### config.mk
export PLATFORM = sky130hd
export DESIGN_NAME = div
export DESIGN_NICKNAME = d
export VERILOG_FILES = /design/src/rtl/div.sv
export SDC_FILE = /design/constraint.sdc
export NUM_CORES = 1
export LEC_CHECK = 0
export BUFFER_PORTS_ARGS = -buffer_cell sky130_fd_sc_hd__buf_2
export CAP_MARGIN = 20
export CORE_MARGIN = 3
export CORE_UTILIZATION = 35
export DETAILED_ROUTE_END_ITERATION = 6
export SYNTH_ARGS = -nofsm -noshare
export SYNTH_HDL_FRONTEND = slang
export SYNTH_SLANG_ARGS = --single-unit
export TNS_END_PERCENT = 30
### constraint.sdc
create_clock -name clk -period 4.2 [get_ports clk]
set_input_delay 0.42 -clock clk [delete_from_list [all_inputs] [get_ports clk]]
set_output_delay 0.42 -clock clk [all_outputs]
set_load 0.02 [all_outputs]
### src/rtl/div.sv
`default_nettype none
// ============================================================================
// Module   : div
// Brief    : Radix-2 restoring 32-bit divider for DIV/DIVU, one quotient bit
//            per cycle; returns {remainder, quotient} with a ready handshake.
// Revision : 1.0
// ============================================================================
module div (
   input  logic        clk,
   input  logic        rst,
   input  logic        signed_div_i,
   input  logic [31:0] opdata1_i,
   input  logic [31:0] opdata2_i,
   input  logic        start_i,
   input  logic        annul_i,
   output logic [63:0] result_o,
   output logic        ready_o
);

   typedef enum logic [1:0] {
      S_DIV_FREE    = 2'b00,
      S_DIV_BY_ZERO = 2'b01,
      S_DIV_ON      = 2'b10,
      S_DIV_END     = 2'b11
   } state_t;

   localparam logic [5:0] c_LAST_CNT = 6'd32;

   state_t      r_state;
   state_t      w_state_nxt;
   logic [64:0] r_dividend;
   logic [31:0] r_divisor;
   logic [5:0]  r_cnt;
   logic        r_signed;
   logic        r_op1_neg;
   logic        r_op2_neg;

   logic        w_accept;
   logic        w_div_zero;
   logic        w_cnt_done;
   logic [31:0] w_op1_abs;
   logic [31:0] w_op2_abs;
   logic [32:0] w_tmp;
   logic [31:0] w_quot_fix;
   logic [31:0] w_rem_fix;

   assign w_accept   = start_i && !annul_i;
   assign w_div_zero = (opdata2_i == 32'd0);
   assign w_cnt_done = (r_cnt == c_LAST_CNT);

   assign w_op1_abs = (signed_div_i && opdata1_i[31]) ? (~opdata1_i + 32'd1) : opdata1_i;
   assign w_op2_abs = (signed_div_i && opdata2_i[31]) ? (~opdata2_i + 32'd1) : opdata2_i;

   // Trial subtraction; a set borrow bit means the divisor did not fit
   assign w_tmp = {1'b0, r_dividend[63:32]} - {1'b0, r_divisor};

   assign w_quot_fix = (r_signed && (r_op1_neg ^ r_op2_neg)) ? (~r_dividend[31:0] + 32'd1)
                                                             : r_dividend[31:0];
   assign w_rem_fix  = (r_signed && r_op1_neg) ? (~r_dividend[64:33] + 32'd1)
                                               : r_dividend[64:33];

   always_ff @(posedge clk) begin
      if (rst) begin
         r_state <= S_DIV_FREE;
      end else begin
         r_state <= w_state_nxt;
      end
   end

   always_comb begin
      w_state_nxt = r_state;
      case (r_state)
         S_DIV_FREE: begin
            if (w_accept) begin
               w_state_nxt = w_div_zero ? S_DIV_BY_ZERO : S_DIV_ON;
            end
         end
         S_DIV_BY_ZERO: begin
            w_state_nxt = S_DIV_END;
         end
         S_DIV_ON: begin
            if (annul_i) begin
               w_state_nxt = S_DIV_FREE;
            end else if (w_cnt_done) begin
               w_state_nxt = S_DIV_END;
            end
         end
         S_DIV_END: begin
            if (!start_i) begin
               w_state_nxt = S_DIV_FREE;
            end
         end
         default: w_state_nxt = S_DIV_FREE;
      endcase
   end

   always_ff @(posedge clk) begin
      if (rst) begin
         r_dividend <= 65'd0;
         r_divisor  <= 32'd0;
         r_cnt      <= 6'd0;
         r_signed   <= 1'b0;
         r_op1_neg  <= 1'b0;
         r_op2_neg  <= 1'b0;
         ready_o    <= 1'b0;
         result_o   <= 64'd0;
      end else begin
         case (r_state)
            S_DIV_FREE: begin
               ready_o  <= 1'b0;
               result_o <= 64'd0;
               if (w_accept && !w_div_zero) begin
                  r_dividend <= {32'd0, w_op1_abs, 1'b0};
                  r_divisor  <= w_op2_abs;
                  r_cnt      <= 6'd0;
                  r_signed   <= signed_div_i;
                  r_op1_neg  <= opdata1_i[31];
                  r_op2_neg  <= opdata2_i[31];
               end
            end
            S_DIV_BY_ZERO: begin
               r_dividend <= 65'd0;
            end
            S_DIV_ON: begin
               if (annul_i) begin
                  ready_o  <= 1'b0;
                  result_o <= 64'd0;
                  r_cnt    <= 6'd0;
               end else if (!w_cnt_done) begin
                  if (w_tmp[32]) begin
                     r_dividend <= {r_dividend[63:0], 1'b0};
                  end else begin
                     r_dividend <= {w_tmp[31:0], r_dividend[31:0], 1'b1};
                  end
                  r_cnt <= r_cnt + 6'd1;
               end else begin
                  // Magnitudes are done; restore signs (remainder follows dividend)
                  r_dividend <= {w_rem_fix, r_dividend[32], w_quot_fix};
                  r_cnt      <= 6'd0;
               end
            end
            S_DIV_END: begin
               if (start_i) begin
                  result_o <= {r_dividend[64:33], r_dividend[31:0]};
                  ready_o  <= 1'b1;
               end else begin
                  result_o <= 64'd0;
                  ready_o  <= 1'b0;
               end
            end
            default: begin
               ready_o  <= 1'b0;
               result_o <= 64'd0;
            end
         endcase
      end
   end

endmodule
`default_nettype wire
# [After elaboration in Yosys (flattened, before gate mapping)]
# Index checks and enable logic that the tools add are counted.
[op_classes] bitwise_logic=5 div_mod_pow=0 n_mux=25 eq_ne=13 n_mul=0 add_sub_neg=6 reduce_logical=20 magnitude_cmp=0 n_shift=0
[op_table] op="two-way mux 65 bit" count=4
[op_table] op="case mux 65 bit (3 select lines)" count=1
[op_table] op="case mux 64 bit (3 select lines)" count=1
[op_table] op="adder 32 x 1 -> 32 bit, second input constant" count=4
[op_table] op="two-way mux 32 bit" count=4
[op_table] op="two-way mux 64 bit" count=2
[op_table] op="NOT 32 bit" count=4
[op_table] op="subtractor 32 x 32 -> 33 bit" count=1
[op_table] op="zero test 32 bit" count=1
[op_table] op="two-way mux 6 bit" count=3
[op_table] op="!= test 2 bit, second input constant" count=6
[op_table] op="case mux 6 bit (2 select lines)" count=1
[op_table] op="AND reduction 4 bit" count=3
[op_table] op="two-way mux 2 bit" count=5
[op_table] op="!= test 3 bit, second input constant" count=3
[op_table] op="case mux 2 bit (4 select lines)" count=1
[op_table] op="adder 6 x 1 -> 6 bit, second input constant" count=1
[op_table] op="equality test 6 bit, second input constant" count=1
[op_table] op="logical AND 1 bit" count=6
[op_table] op="AND reduction 2 bit" count=3
[op_table] op="nonzero test 3 bit" count=2
[op_table] op="equality test 2 bit, second input constant" count=2
[op_table] op="case mux 1 bit (3 select lines)" count=1
[op_table] op="AND reduction 3 bit" count=1
[op_table] op="6 further kinds" count=8
[totals] ram_bits=0 mem_count=0 ff_bits=173 input_bits=69 output_inout_bits=65 word_cells=80 latchBits=0 mem_bits_ro=0

# [Depth between registers and ports, before layout]
# Gate-level depths: netlist of the first run.
[logic_depth] ltp_word=6 depth_mapped=13 depth_no_buf=12

# [Worst setup path after synthesis of the first run]
# OpenSTA, ideal clock, no wires.
[synth_timing] path_kind="reg2reg" start="reg r_dividend[45]" end="reg r_dividend[64]" n_path_buf=1 path_slack_ns=0.944 setup_time_ns=0.120 synth_period_minus_slack_ns=3.256 stages_incl_launch_ff=11 t_arrival_ns=3.135 t_required_ns=4.080 path_cell_list="dfxtp_1 -> buf_6 -> or4_1 -> or3_1 -> or4_4 -> nor3_4 -> nand2_2 -> or4_1 -> or4_1 -> o2111ai_1 -> o21ai_1"
[synth_between] elab_chain_len=6 word_cells_on_any_way=8 cone_classes="2 x add/sub; 5 x mux; 1 x bitwise"
[synth_rtl] element="start, declared" line_no="31" source="logic [64:0] r_dividend;"
[synth_rtl] element="start signal, assigned" line_no="113" source="r_dividend <= {32'd0, w_op1_abs, 1'b0};"
[synth_rtl] element="start signal, assigned" line_no="131" source="r_dividend <= {r_dividend[63:0], 1'b0};"
[synth_rtl] element="start signal, assigned" line_no="133" source="r_dividend <= {w_tmp[31:0], r_dividend[31:0], 1'b1};"
[synth_rtl] element="NOT 32 bit" line_no="59" source="assign w_rem_fix = (r_signed && r_op1_neg) ? (~r_dividend[64:33] + 32'd1)"
[synth_rtl] element="adder 32 x 1 -> 32 bit" line_no="59"
[synth_rtl] element="two-way mux 32 bit" line_no="59"
[synth_rtl] element="two-way mux 65 bit *" line_no="129" source="end else if (!w_cnt_done) begin"
[synth_rtl] element="two-way mux 65 bit *" line_no="125" source="if (annul_i) begin"
[synth_rtl] element="case mux 65 bit (3 select lines) *" line_no="108" source="case (r_state)"
# Every way passes the cells marked *; elsewhere a longest branch is shown, timed or not. The select of a mux whose other input is x is not followed.
# A chain may end at the register's enable or synchronous reset.

# [Final worst setup path of the first run]
[layout_timing] start="reg r_dividend[38]" end="reg r_dividend[62]"
# The elaborated chain is that of the path after synthesis.

==> results.yml, run 1 <==
finish:
  layout_common_cells: "nor2_1, dfxtp_1, buf_2, nand2_1, a21oi_1"
  mostFrequentLayoutCell: "nor2_1"
  stdcell_count: 2088
  final_area_mm2: 0.0133
  areaGrowthSynthToFinish_pct: 14.0
  n_fill_cell: 3306
  nNetsFinal: 1747
  drive_gt1_share_pct: 13.1
clock_network:
  postCtsSetupBuffers: 0
  cts_resized: 0
  cts_root_buffer: "clkbuf_16"
  h-tree-depth: 4
  cts_buffer_depth: 2
  cts_sinks: 173
  numCtsBuffers: 17
  path_clk_slew_ns: 0.07
  ctsHoldBuffers: 0
  clkLatencyLatePin_ns: 0.45
  cts_tree: "built"
logic_synthesis:
  yosysSeqAreaShare_pct: 29.8
  syn_inst: 1570
  synth_edf_count: 0
  synthFlopType: "dfxtp_1"
  yosys_warnings: 0
  postSynthAreaPerCell_um2: 7.40
  syn-num-nets: 1685
  syn_area_mm2: 0.0116
  synthArstFlopShare_pct: 0
  synth-seq-cells: 173
  synth.distinct_cells: 68
global_routing:
  grt_pass1_vias: 10700
  grt_usage_pct: 21.1
  grt_max_degree: 75
  grt_pass1_wl_mm: 60.5
  grt_remaining_overflow: 0
  antenna_found_initial: 3
min_path:
  hold_start: "opdata2_i[0]"
  hold_path.class: "primary input to flop"
  min_path_cells: 3
  hold_end: "r_divisor[0]$_SDFFE_PP0P_"
sta:
  finalWorstPathRequiredPeriod_ns: 3.42
  fin_skew_ns: 0.0128
  fmax_mhz: 292
  report.final.slew_viol_count: 0
  fin_setup_tns_ns: 0
  setup-violations-final: 0
  fin_ws_ns: 0.778
  maxSlewHeadroom_pct: 44.2
  hold_viol_final: 0
  finalCritPeriodShare_pct: 81.5
  timing.hold.ws_ns: 0.257
  rsz0062_at_grt: "false"
  tightest_slew_ns: 0.837
drt:
  routed_wl_mm: 38.6
  routed_via_density: 5.65
  drt_drc_violations_left: 0
  top_layer: "met5"
  ant_nets: 0
  first_iter_violations: 1112
  wl_met1_mm: 19.3
  wl_met3_mm: 2.43
  met2_wirelength_mm: 16.1
  vias: 11800
  post_drt_wl_per_cell_um: 18.5
  first_pass_iters: 7
worst_setup_path:
  rrSetupSlack_ns: 0.78
  crit_path_end_kind: "flop"
  worstReg2RegEnd: "r_dividend[62]$_SDFFE_PP0P_"
  reg2regPathDepth: 11
  worstSetupPathType: "flop to flop"
  cp.required_ns: 4.57
  critPathMaxFanout: 8
  critPathLaunchType: "flop"
  cp_data_arrival_time_ns: 3.80
  r2r_start: "r_dividend[38]$_SDFFE_PP0P_"
floorplan:
  io_pins: 134
  fp.coreArea_mm2: 0.0326
  dieArea_mm2: 0.0354
  rows: 66
  start_util_pct: 35.6
  die_h_um: 188
  die_w_um: 188
power_and_ir_drop:
  leakagePower_nw: 5.21
  peakVddDrop_uv: 272
  power_density_mw_per_mm2: 501
placement:
  dp.cells: 2055
  io_buffers: 133
  gp_congestion: 0.923
  hpwlAfterDp_mm: 28.8
  dp_slack_ns: 0.839
  post_dp_cell_area_mm2: 0.0126
outcome:
  outcome: "complete, no violations"
run:
  drv_cap: 0
[metrics by stage]
step | total power [mW] | utilization, %
global route | 7.09 | 40.6
finish | 6.63 | 40.6
floorplan | 4.15 | -
CTS | 6.63 | 40.6
detailed placement | 4.93 | 38.7
global placement | 4.90 | 38.7
[per-layer routing]
metal  vias up  GRT usage, %
met3        47          4.00
met5         -             0
met2       355          30.9
li1       5833             -
met1      5546          31.7
met4         6          5.60
[worst max path at each step]
stage | endpoint | start | slack, ns | cells past startpoint
detailed placement | r_dividend[64]$_SDFFE_PP0P_ | r_dividend[45]$_SDFFE_PP0P_ | 0.84 | 9
finish | r_dividend[62]$_SDFFE_PP0P_ | r_dividend[38]$_SDFFE_PP0P_ | 0.78 | 11
floorplan | r_dividend[64]$_SDFFE_PP0P_ | r_dividend[45]$_SDFFE_PP0P_ | 0.94 | 10
global route | r_dividend[62]$_SDFFE_PP0P_ | r_dividend[38]$_SDFFE_PP0P_ | 0.57 | 11
CTS | r_dividend[62]$_SDFFE_PP0P_ | r_dividend[38]$_SDFFE_PP0P_ | 0.81 | 11
global placement | r_dividend[62]$_SDFFE_PP0P_ | r_dividend[38]$_SDFFE_PP0P_ | 0.80 | 11
[critical path, cell delays in order, from the launching register on]
cell	delay [ns]
dfxtp_1	0.41
ha_1	0.42
a21oi_1	0.09
o21ai_0	0.63
and3_1	0.25
a2111oi_0	0.06
buf_4	0.18
o41ai_1	0.69
a221oi_1	0.20
xnor2_1	0.22
nor2_1	0.06
o21ai_0	0.14
[state kept, by name, summed over array words and instances, names as in the netlist]
name / count
result_o: 64
r_op2_neg: 1
r_divisor: 32
r_signed: 1
r_dividend: 65
ready_o: 1
r_state: 2
r_cnt: 6
r_op1_neg: 1
[cell usage after synthesis, types with 22 or more instances]
| cell type | count | area [um^2] |
|---|---|---|
| a21oi_1 | 120 | 601 |
| xor2_1 | 50 | 438 |
| or3_1 | 27 | 169 |
| clkbuf_1 | 107 | 402 |
| nor2_1 | 226 | 848 |
| a211oi_1 | 38 | 285 |
| a22oi_1 | 72 | 541 |
| dfxtp_1 | 173 | 3460 |
| o221ai_1 | 27 | 236 |
| nand2_1 | 126 | 473 |
| inv_1 | 60 | 225 |
| nor3_1 | 37 | 185 |
| ha_1 | 45 | 563 |
| xnor2_1 | 58 | 508 |
| nand3_1 | 22 | 110 |
| o21ai_0 | 112 | 561 |
[power breakdown]
group	internal [mW]	total, mW	switching, mW	leakage [nW]
Sequential	1.83	2.12	0.291	1.40
Clock	0.914	1.69	0.779	0.304
Combinational	1.03	2.82	1.79	3.50
[area by class of cell]
class                      count  area [um^2]  share of cell area, %
antenna                        1         2.50                 0.0189
tap                          442          553                   4.17
inverter                      60          225                   1.70
multi-input combinational   1220         7500                   56.6
sequential                   173         3460                   26.1
timing repair buffer         160          883                   6.67
clock inverter                15          200                   1.51
clock buffer                  17          425                   3.21
[cell families (layout without fill, tap and decap cells)]
| group | after synthesis | in the layout | share of synthesized area, % |
|---|---|---|---|
| flip-flops | 173 | 173 | 29.8 |
| other | 0 | 1 | 0 |
| buffers and inverters | 177 | 252 | 5.84 |
| adder cells (fa/ha/maj) | 46 | 46 | 5.02 |
| AO/OA/AOI/OAI | 495 | 495 | 27.6 |
| AND/OR/NAND/NOR | 565 | 565 | 23.1 |
| multiplexers | 6 | 6 | 0.517 |
| XOR/XNOR | 108 | 108 | 8.14 |
Note: power is estimated with default switching activity, not from simulation.
==> run 2: changes to the inputs <==
Clock period 4.2 ns to 3.4 ns, I/O delays scaled along.
==> run 2 against run 1 <==
Net effect:
- setup slack worse by 0.58 ns
- clock power is 21% higher
- combinational power up 31%
- global-route usage up 0.60 points
- largest cell class unchanged
- power increased by 25%
- clock-buffer cell count stayed put
- worst hold slack got worse by 0.074 ns
==> results.yml, run 2 (same netlist as run 1, synthesis figures left out) <==
sta:
  finalWorstPathRequiredPeriod_ns: 3.20
  fin_setup_tns_ns: 0
  setup-violations-final: 0
  rsz0062_at_grt: "false"
  hold_viol_final: 0
  finalCritPeriodShare_pct: 94.2
  maxSlewHeadroom_pct: 45.1
  fmax_mhz: 312
  fin_skew_ns: 0.0102
  report.final.slew_viol_count: 0
  tightest_slew_ns: 0.819
  timing.hold.ws_ns: 0.183
  fin_ws_ns: 0.197
floorplan:
  start_util_pct: 35.6
  die_w_um: 188
  io_pins: 134
  die_h_um: 188
  rows: 66
  fp.coreArea_mm2: 0.0326
  dieArea_mm2: 0.0354
finish:
  reg_top3: "r_dividend (65), result_o (64), r_divisor (32)"
  utilization_pct: 41.8
  mostFrequentLayoutCell: "nor2_1"
  drive_gt1_share_pct: 15.3
  largest_reg_flops: 65
  regMostFlops: "r_dividend"
  nNetsFinal: 1790
  areaGrowthSynthToFinish_pct: 17.3
  layout_common_cells: "nor2_1, dfxtp_1, buf_2, nand2_1, a21oi_1"
global_routing:
  grt_pass1_vias: 11300
  antenna_found_initial: 6
  grt_max_degree: 79
  grt_remaining_overflow: 0
  grt_pass1_wl_mm: 62.6
  grt_usage_pct: 21.7
placement:
  hpwlAfterDp_mm: 29.3
  dp_slack_ns: 0.220
  gp_congestion: 0.922
  io_buffers: 133
worst_setup_path:
  cp_slowest_cell: "or4b_1"
  path_cells: "inv_1 > ha_1 > or4b_1 > or3_1 > or3_2 > nor2_1 > nand2_1 > or4_1 > xor2_1 > o221ai_1 > o21ai_0"
  worstSetupPathType: "flop to flop"
  cp_data_arrival_time_ns: 3.54
  cp.required_ns: 3.73
  crit_buf_inv: 1
  critPathTopFamily: "simple AND/OR/NAND/NOR gates"
  slowest_delay_ns: 0.53
  critPathMaxFanout: 5
  critPathLaunchType: "flop"
  crit_path_end_kind: "flop"
drt:
  vias: 12100
  routed_via_density: 5.68
  first_pass_iters: 6
  post_drt_wl_per_cell_um: 18.2
  first_iter_violations: 1132
  drt_drc_violations_left: 0
  ant_nets: 0
  routed_wl_mm: 38.8
power_and_ir_drop:
  peakVddDrop_uv: 383
  power_density_mw_per_mm2: 610
  total_power_mw: 8.32
  leakagePower_nw: 5.44
min_path:
  hold_path.class: "primary input to flop"
clock_network:
  cts_tree: "built"
  path_clk_slew_ns: 0.08
  clkLatencyLatePin_ns: 0.44
  h-tree-depth: 4
  numCtsBuffers: 17
  cts_root_buffer: "clkbuf_16"
  cts_buffer_depth: 2
  cts_sinks: 173
run:
  drv_cap: 0
outcome:
  outcome: "complete, no violations"
run 2: cell count changes in the layout (fill, tap and decap cells not counted), sizes merged:
cell    before  now
clkinv       4    6
bufinv       2    1
buf        160  203
inv         68   67
run 2: worst reg2reg max path: cells and delay by family (launching register included):
family | cells | cell delay (ns)
AOI/OAI and AO/OA | 2 | 0.26
xor gates and xnor gates | 1 | 0.15
DFF | 1 | 0.35
adders and majority gates | 1 | 0.22
and+or+nand+nor | 6 | 2.03
buffers and inverters | 1 | 0.08
run 2: worst paths after layout:
kind | start | end | slack (ns) | cells past startpoint
max | r_dividend[34]$_SDFFE_PP0P_ | r_dividend[63]$_SDFFE_PP0P_ | 0.20 | 11
min | opdata1_i[31] | r_op1_neg$_SDFFE_PP0P_ | 0.18 | 3
max reg2reg | r_dividend[34]$_SDFFE_PP0P_ | r_dividend[63]$_SDFFE_PP0P_ | 0.20 | 11
min reg2reg | r_divisor[31]$_SDFFE_PP0P_ | r_divisor[31]$_SDFFE_PP0P_ | 0.46 | 2
run 2: layer usage:
layer / track usage, % / vias up / wire, um
li1: - / 5926 / -
met5: 0 / - / 36
met3: 3.94 / 50 / 2870
met2: 32.3 / 447 / 16400
met4: 4.82 / 6 / 605
met1: 32.6 / 5669 / 18900
run 2: stage by stage:
step,cells,area [um^2]
6_report,2131,13600
3_5_place_dp,2098,13000
2_1_floorplan,1570,11600
3_3_place_gp,2098,13000
5_1_grt,2131,13600
4_1_cts,2130,13600
run 2: cell type report:
cell class	count	area (um^2)
repair buffers	203	1260
inverters	60	225
flip-flops and latches	173	3460
diodes	1	2.50
multi-input cells	1220	7500
well taps	442	553
clock inverters	15	196
clock buffers	17	425
fillers	3329	19000
run 2: power breakdown:
group	internal, mW	switching [mW]	total, mW
clock network	1.06	0.972	2.04
registers	2.25	0.333	2.59
logic	1.40	2.29	3.69
run 2: timing repair:
action	in CTS	in global routing
endpoints found under the setup margin	0	1
setup buffers	0	0
resized for setup	0	1
hold buffers	0	0
